--- config.mk ---
export PLATFORM = sky130hd
export DESIGN_NAME = mem_access_unit
export DESIGN_NICKNAME = d
export VERILOG_FILES = /design/src/rtl/mem_access_unit.sv
export SDC_FILE = /design/constraint.sdc
export NUM_CORES = 1
export LEC_CHECK = 0
export ABC_AREA = 1
export ABC_CLOCK_PERIOD_IN_PS = 3400
export CORE_MARGIN = 2
export CORE_UTILIZATION = 46
export DETAILED_ROUTE_END_ITERATION = 12
export PLACE_DENSITY_LB_ADDON = 0.12
export SETUP_SLACK_MARGIN = 0.15
export SYNTH_ARGS = -nofsm -noshare
export SYNTH_HDL_FRONTEND = slang
export SYNTH_SLANG_ARGS = --single-unit
--- constraint.sdc ---
create_clock -name clk -period 3.4 [get_ports clk]
set_input_delay 0.85 -clock clk [delete_from_list [all_inputs] [get_ports clk]]
set_output_delay 0.85 -clock clk [all_outputs]
set_load 0.05 [all_outputs]
--- src/rtl/mem_access_unit.sv ---
// MEM-stage data-memory port controller: turns a load/store into a word-aligned dcache
// request, holds it until mem_resp, and registers read data and lane mask for WB.
module mem_access_unit #(
    parameter int unsigned TIMEOUT_CYCLES = 0
) (
    input  logic        clk,
    input  logic        rst,
    input  logic        req_valid,
    input  logic        req_write,
    input  logic [2:0]  funct3,
    input  logic [31:0] addr,
    input  logic [31:0] rs2_data,
    input  logic        flush,
    output logic        mem_read,
    output logic        mem_write,
    output logic [31:0] mem_address,
    output logic [31:0] mem_wdata,
    output logic [3:0]  mem_byte_enable,
    input  logic [31:0] mem_rdata,
    input  logic        mem_resp,
    output logic        stall_o,
    output logic        done_o,
    output logic [31:0] rdata_o,
    output logic [3:0]  byte_enable_o,
    output logic        misaligned_o,
    output logic        timeout_o
);

    localparam logic [1:0] IDLE = 2'd0;
    localparam logic [1:0] BUSY = 2'd1;
    localparam logic [1:0] DONE = 2'd2;

    logic [1:0]  r_state;
    logic [31:0] r_addr;
    logic [31:0] r_wdata;
    logic [3:0]  r_mask;
    logic        r_write;
    logic        r_flush;
    logic [31:0] r_cnt;
    logic [31:0] r_rdata;
    logic [3:0]  r_be;

    logic [1:0]  w_off;
    logic [3:0]  w_mask;
    logic [31:0] w_wdata;
    logic        w_misaligned;
    logic        w_idle;
    logic        w_busy;
    logic        w_issue;
    logic        w_flushed;
    logic        w_timeout;

    assign w_off = addr[1:0];

    always_comb begin
        w_mask       = 4'b0000;
        w_wdata      = 32'h0;
        w_misaligned = 1'b0;
        case (funct3)
            3'b000, 3'b100: begin
                w_mask  = 4'b0001 << w_off;
                w_wdata = {24'h0, rs2_data[7:0]} << {w_off, 3'b000};
            end
            3'b001, 3'b101: begin
                w_mask       = 4'b0011 << w_off;
                w_wdata      = {16'h0, rs2_data[15:0]} << {w_off, 3'b000};
                w_misaligned = addr[0];
            end
            3'b010: begin
                w_mask       = 4'b1111;
                w_wdata      = rs2_data;
                w_misaligned = |w_off;
            end
            default: ;
        endcase
    end

    assign w_idle    = (r_state == IDLE);
    assign w_busy    = (r_state == BUSY);
    assign w_issue   = w_idle & req_valid & ~w_misaligned & ~flush & (|w_mask);
    // A flush arriving in the same cycle as mem_resp still suppresses completion.
    assign w_flushed = r_flush | flush;
    assign w_timeout = w_busy & ~mem_resp & (TIMEOUT_CYCLES != 0)
                     & (r_cnt == TIMEOUT_CYCLES - 1);

    always_ff @(posedge clk) begin
        if (rst) begin
            r_state <= IDLE;
            r_addr  <= 32'h0;
            r_wdata <= 32'h0;
            r_mask  <= 4'b0000;
            r_write <= 1'b0;
            r_flush <= 1'b0;
            r_cnt   <= 32'h0;
            r_rdata <= 32'h0;
            r_be    <= 4'b0000;
        end else begin
            case (r_state)
                IDLE: begin
                    if (w_issue) begin
                        r_state <= BUSY;
                        r_addr  <= {addr[31:2], 2'b00};
                        r_wdata <= w_wdata;
                        r_mask  <= w_mask;
                        r_write <= req_write;
                        r_flush <= 1'b0;
                        r_cnt   <= 32'h0;
                    end
                end
                BUSY: begin
                    if (mem_resp) begin
                        r_flush <= 1'b0;
                        r_cnt   <= 32'h0;
                        if (w_flushed) begin
                            r_state <= IDLE;
                        end else begin
                            r_state <= DONE;
                            r_rdata <= r_write ? 32'h0 : mem_rdata;
                            r_be    <= r_mask;
                        end
                    end else if (w_timeout) begin
                        r_state <= IDLE;
                        r_flush <= 1'b0;
                        r_cnt   <= 32'h0;
                    end else begin
                        r_cnt <= r_cnt + 32'd1;
                        if (flush) begin
                            r_flush <= 1'b1;
                        end
                    end
                end
                DONE:    r_state <= IDLE;
                default: r_state <= IDLE;
            endcase
        end
    end

    assign mem_read        = w_busy & ~r_write;
    assign mem_write       = w_busy & r_write;
    assign mem_address     = w_busy ? r_addr  : 32'h0;
    assign mem_wdata       = w_busy ? r_wdata : 32'h0;
    assign mem_byte_enable = w_busy ? r_mask  : 4'b0000;
    assign stall_o         = w_issue | w_busy;
    assign done_o          = (r_state == DONE);
    assign rdata_o         = r_rdata;
    assign byte_enable_o   = r_be;
    assign misaligned_o    = w_idle & req_valid & w_misaligned;
    assign timeout_o       = w_timeout;

endmodule

# After elaboration in Yosys (flattened, before gate mapping)
# Index checks and enable logic that the tools add are counted.
dict set report op_classes {
  reduce_logical 11
  shifts 4
  n_eq_ne 9
  mux 15
  bitwise_logic 13
}
# operator count
set op_table {}
lappend op_table {{32-bit 2-to-1 mux} 3}
lappend op_table {{32-bit case mux with 3 select lines} 1}
lappend op_table {{16-bit by 5-bit << shifter with 32-bit output} 1}
lappend op_table {{8-bit by 5-bit << shifter with 32-bit output} 1}
lappend op_table {{4-bit case mux with 3 select lines} 1}
lappend op_table {{1-bit AND} 7}
lappend op_table {{3-bit equality test, second input constant} 2}
lappend op_table {{2-bit 2-to-1 mux} 3}
lappend op_table {{3-bit AND reduction} 2}
lappend op_table {{2-bit OR reduction} 3}
lappend op_table {{4-bit 2-to-1 mux} 1}
lappend op_table {{1-bit inverter} 4}
lappend op_table {{1-bit case mux with 2 select lines} 2}
lappend op_table {{2-bit case mux with 2 select lines} 1}
lappend op_table {{2-bit AND reduction} 2}
lappend op_table {{4-bit OR reduction} 1}
lappend op_table {{1-bit by 2-bit << shifter with 4-bit output, first input constant} 1}
lappend op_table {{2-bit by 2-bit << shifter with 4-bit output, first input constant} 1}
lappend op_table {{3-bit by 1-bit equality test with 1-bit output, second input constant} 1}
lappend op_table {{3-bit by 2-bit equality test with 1-bit output, second input constant} 1}
lappend op_table {{3-bit logical NOT} 1}
lappend op_table {{1-bit 2-to-1 mux} 3}
lappend op_table {{3-bit != test, second input constant} 1}
lappend op_table {{2-bit by 1-bit equality test with 1-bit output, second input constant} 1}
lappend op_table {{other kinds (6)} 7}
dict set report word_totals {
  wordCells 60
  reg_bits 106
  in_bits 105
  output_inout_bits 110
}

# Logic depth before layout (Yosys ltp)
dict set report logic_depth {
  word_depth 9
  depth_mapped 11
  mapped_depth_nobuf 9
}

# Worst setup path before layout
# No wires, ideal clock.
dict set report synth_path {
  path_kind {input-to-output}
  start {input port funct3[1]}
  end {output port misaligned_o}
  t_required_ns 2.550
  stages 6
  path_slack_ns 0.587
  path_buffers 1
  arrival_ns 1.963
  path_cell_list {buf_4 inv_4 nand3_1 nand2_1 nand2_2 nor2_1}
}
dict set report synth_via {
  elab_chain_cells 4
  word_cells_on_any_way 6
  cone_classes {eq/ne: 3; mux: 1; bitwise: 1; reduce/logical: 1}
}
# element line_no
set synth_lines {}
lappend synth_lines {{start, declared} 10} ;# input logic [2:0] funct3,
lappend synth_lines {{3-bit by 1-bit equality test with 1-bit output / 3-bit equality test (equally long branches)} 59} ;# case (funct3)
lappend synth_lines {{2-bit OR reduction} 59}
lappend synth_lines {{1-bit case mux with 2 select lines *} 59}
lappend synth_lines {{1-bit AND *} 147} ;# assign misaligned_o = w_idle & req_valid & w_misaligned;
lappend synth_lines {{end, declared} 25} ;# output logic misaligned_o,
# Every way passes the cells marked *; elsewhere a longest branch is shown, timed or not.

# Worst setup path after layout
dict set report layout_path {
  start {input port addr[1]}
  end {output port stall_o}
}
dict set report layout_via {
  elab_chain_cells 7
  word_cells_on_any_way 11
  cone_classes {shift: 2; mux: 2; bitwise: 5; reduce/logical: 2}
}
# element line_no
set layout_lines {}
lappend layout_lines {{start, declared} 11} ;# input logic [31:0] addr,
lappend layout_lines {{2-bit OR reduction} 72} ;# w_misaligned = |w_off;
lappend layout_lines {{1-bit case mux with 2 select lines} 59}
lappend layout_lines {{1-bit inverter} 80} ;# assign w_issue = w_idle & req_valid & ~w_misaligned & ~flush & (|w_mask);
lappend layout_lines {{1-bit AND (2 in series)} 80}
lappend layout_lines {{1-bit AND *} 80}
lappend layout_lines {{1-bit bitwise OR *} 143} ;# assign stall_o = w_issue | w_busy;
lappend layout_lines {{end, declared} 21} ;# output logic stall_o,
# Marks and branches as above.

==> flow_summary.ini <==
[status]
outcome = finished, final reports clean

[synthesis]
synthSimpleGateAreaFrac = 0.3183
synthesis.yosys.warnings = 0
synth_common_cells = nand2_1 (164), dfxtp_1 (106), nor2_1 (94)
synth_top_cells_by_area = dfxtp_1 (42%), nand2_1 (12%), nand3_1 (8.9%), a21oi_1 (7.6%), nor2_1 (7.0%)
synth-edff-count = 0
synth-xor-area-share = 0
area_share_of_the_largest_cell_type_after_synthesis = 0.4207
synth_compound_gate_area_share = 0.1389
synth.lib_cells_used.distinct = 24
async_flop_share = 0
post_synth_inst_count = 750
syn_area_per_cell_sq_um = 6.725
synth.largest_area_cell = dfxtp_1
synth_flop_cell = dfxtp_1
yosys-mux-area-fraction = 0
synth_top_family_by_area = simple AND/OR/NAND/NOR gates
yosys.cell_count.top_type = nand2_1
ys_seq_elements = 106
seq_area_frac_synth = 0.4207
syn-cell-area_sq_um = 5044
adder_cell_share_of_the_synthesized_area = 0

[final_layout]
antenna_cells = 0
layout-drive-gt1-share = 0.05011
fin_area_sq_um = 7532
final_net_count = 1038
area_growth_syn_to_layout_pct = 49.34

[clock_network]
holdBufCountCts = 0
clock_latency_ns = 0.38
post_cts_setup_buffer_count = 0
clk_root_buffer_cell = clkbuf_8
clock_path_buffers = 2
clock_tree.htree_level_count = 3
tritoncts = built
cts_buffers = 9
cts_sinks = 106
worst_setup_hold_path_clk_slew_ns = 0.10

[setup_path]
worstPathCellList = clkdlybuf4s50_1, inv_1, nand2_1, nand2_2, nand3_4, nand2_1, buf_12
critical_path.max_fanout = 11
cp_class = input port to output pin
crit_path_end_kind = output pin
cp.arrival_ns = 2.20
reg2reg_from = r_state[1]$_SDFFE_PP0P_
critical_path_buf_inv_count = 3
cp_data_required_time_ns = 2.55
slowest_delay_ns = 0.44
worst_setup_path_startpoint = addr[1]
slowest_stage = clkdlybuf4s50_1
cp_top_family = buffers and inverters
path_common_cell = nand2_1
critical_path.startpoint_type = input port

[detailed_routing]
detail-route-antenna-nets = 0
drt_first_iter_violations = 430
detailedRoute.firstPassIterationCount = 5
postRouteWirelength_mm = 15.49
avgViaCountPerCell = 5.058
drt-wirelength-per-cell_microns = 14.36
drc_errors = 0
vias = 5453

[timing]
relSlewSlack = 0.4251
setup_viol = 0
setup_slack_ns = 0.3490
timing.clock.skew_ns = 0.01458
finalSetupTns_ns = 0
final.period_utilization = 0.8973
period_needed_ns = 3.051
timing.final.hold_violations = 0
max_slew.worst_pin.slew_ns = 0.8614
rsz_0062_raised_after_global_routing = false
timing.fmax_ghz = 0.3278
maxSlewViolCount = 0

[min_path]
hold_start = r_wdata[3]$_SDFFE_PP0P_
min_path_type = flip-flop to flip-flop

[pwr]
netSwitchingPower_w = 0.0007015
cellInternalPower_w = 0.001759
power.share.switching = 0.2850
comb_power_share = 0.169
power_density_nw_per_um2 = 326.7
power_frac_clock = 0.306
vdd_ir_drop_max_v = 0.0002558
cellLeakagePower_nw = 3.929
power_frac_seq = 0.525

[place]
placedInstanceArea_sq_um = 7172
placement.setup.worst_slack_ns = 0.3459
dp.final_hpwl_mm = 10.77
io_buffers = 211
finalWeightedCongestion = 0.9308

[floorplan]
die-area_sq_um = 11820
start_util = 0.4694
site_rows = 38
core_area_sq_um = 10750
floorplan.die.height_microns = 108.7
fp.dieW_microns = 108.7
floorplan.io_pins = 215

[grt]
number_of_antenna_violations_at_the_first_check_in_global_routing = 0
globalRouteTotalUtil = 0.2532
wire_length_of_the_first_global_routing_pass_mm = 23.94
grt_max_degree = 71
globalRouteOverflowTotal = 0
number_of_global_route_vias_before_repair = 4950

[job]
max-cap-violations = 0
-- path summary, 6_finish.rpt --
check                                                to  slack [ns]  cells after the start
worst min-delay path            r_wdata[3]$_SDFFE_PP0P_        0.47                      2
worst min register to register  r_wdata[3]$_SDFFE_PP0P_        0.47                      2
worst max-delay path                            stall_o        0.35                      7
worst max register to register  r_wdata[8]$_SDFFE_PP0P_        1.58                      8
-- logic make-up after synthesis --
family	after synthesis
AO/OA/AOI/OAI	125
buffers and inverters	142
flip-flops	106
other	1
AND/OR/NAND/NOR	376
-- per-layer routing --
| metal | vias to the layer above | global-route usage | wire length, microns |
|---|---|---|---|
| met5 | - | 0 | 0 |
| met2 | 208 | 0.4250 | 7312 |
| met3 | 24 | 0.05320 | 1149 |
| met4 | 0 | 0.06685 | 308 |
| li1 | 2733 | - | - |
| met1 | 2488 | 0.3307 | 6713 |
-- layout make-up --
type,count,area [sq um]
clock buffer,10,137.6
inverter,88,335.3
multi-input combinational,504,2317
fill,913,3213
tap,140,175.2
sequential,106,2122
timing repair buffer,224,2395
clock inverter,6,50.05
-- per-stage QoR --
stage / hold slack [ns] / power (W) / cells / utilization
floorplan: 0.4401 / 0.001544 / 752 / -
global placement: 0.4530 / 0.001729 / 1062 / 0.6674
detailed placement: 0.4556 / 0.001734 / 1062 / 0.6674
CTS: 0.4721 / 0.002472 / 1078 / 0.6851
global route: 0.4857 / 0.002568 / 1078 / 0.7010
finish: 0.4719 / 0.002461 / 1078 / 0.7010
-- power by group through the flow --
stage / Combinational [W] / Sequential (W) / Clock, W
floorplan: 0.000210 / 0.00133 / 0
global placement: 0.000409 / 0.00132 / 0
detailed placement: 0.000413 / 0.00132 / 0
CTS: 0.000416 / 0.00129 / 0.000764
global route: 0.000452 / 0.00130 / 0.000819
finish: 0.000416 / 0.00129 / 0.000752
-- flip-flops by register name, indices dropped and copies added, names as in the netlist --
| signal | flops |
|---|---|
| r_mask | 4 |
| r_addr | 30 |
| rdata_o | 32 |
| r_flush | 1 |
| byte_enable_o | 4 |
| r_write | 1 |
| r_wdata | 32 |
| r_state | 2 |
-- layout by cell type (no fill, tap or decap), drive strengths merged --
cell and count:
dfxtp 106, nand4 1, nand3 91, o211ai 17
a21o 1, clkinvlp 1, or2 1, conb 3
nor2 94, a21oi 85, buf 16, inv 87
o21ai 22, nand2 165, clkbuf 10, and2 24
clkinv 6, clkdlybuf4s50 140, dlymetal6s2s 68
-- worst register-to-register path, delay by kind of cell, from the launching register on --
| family | cells | cell delay [ns] |
|---|---|---|
| simple gates | 5 | 0.87 |
| flops | 1 | 0.32 |
| buf+inv | 3 | 0.54 |
-- repair_timing --
item,in CTS,in global routing
resized for setup,1,68
pin swaps,0,0
hold endpoints to repair,0,0
setup endpoints to repair,68,68
Power figures use the tool's default switching activity.
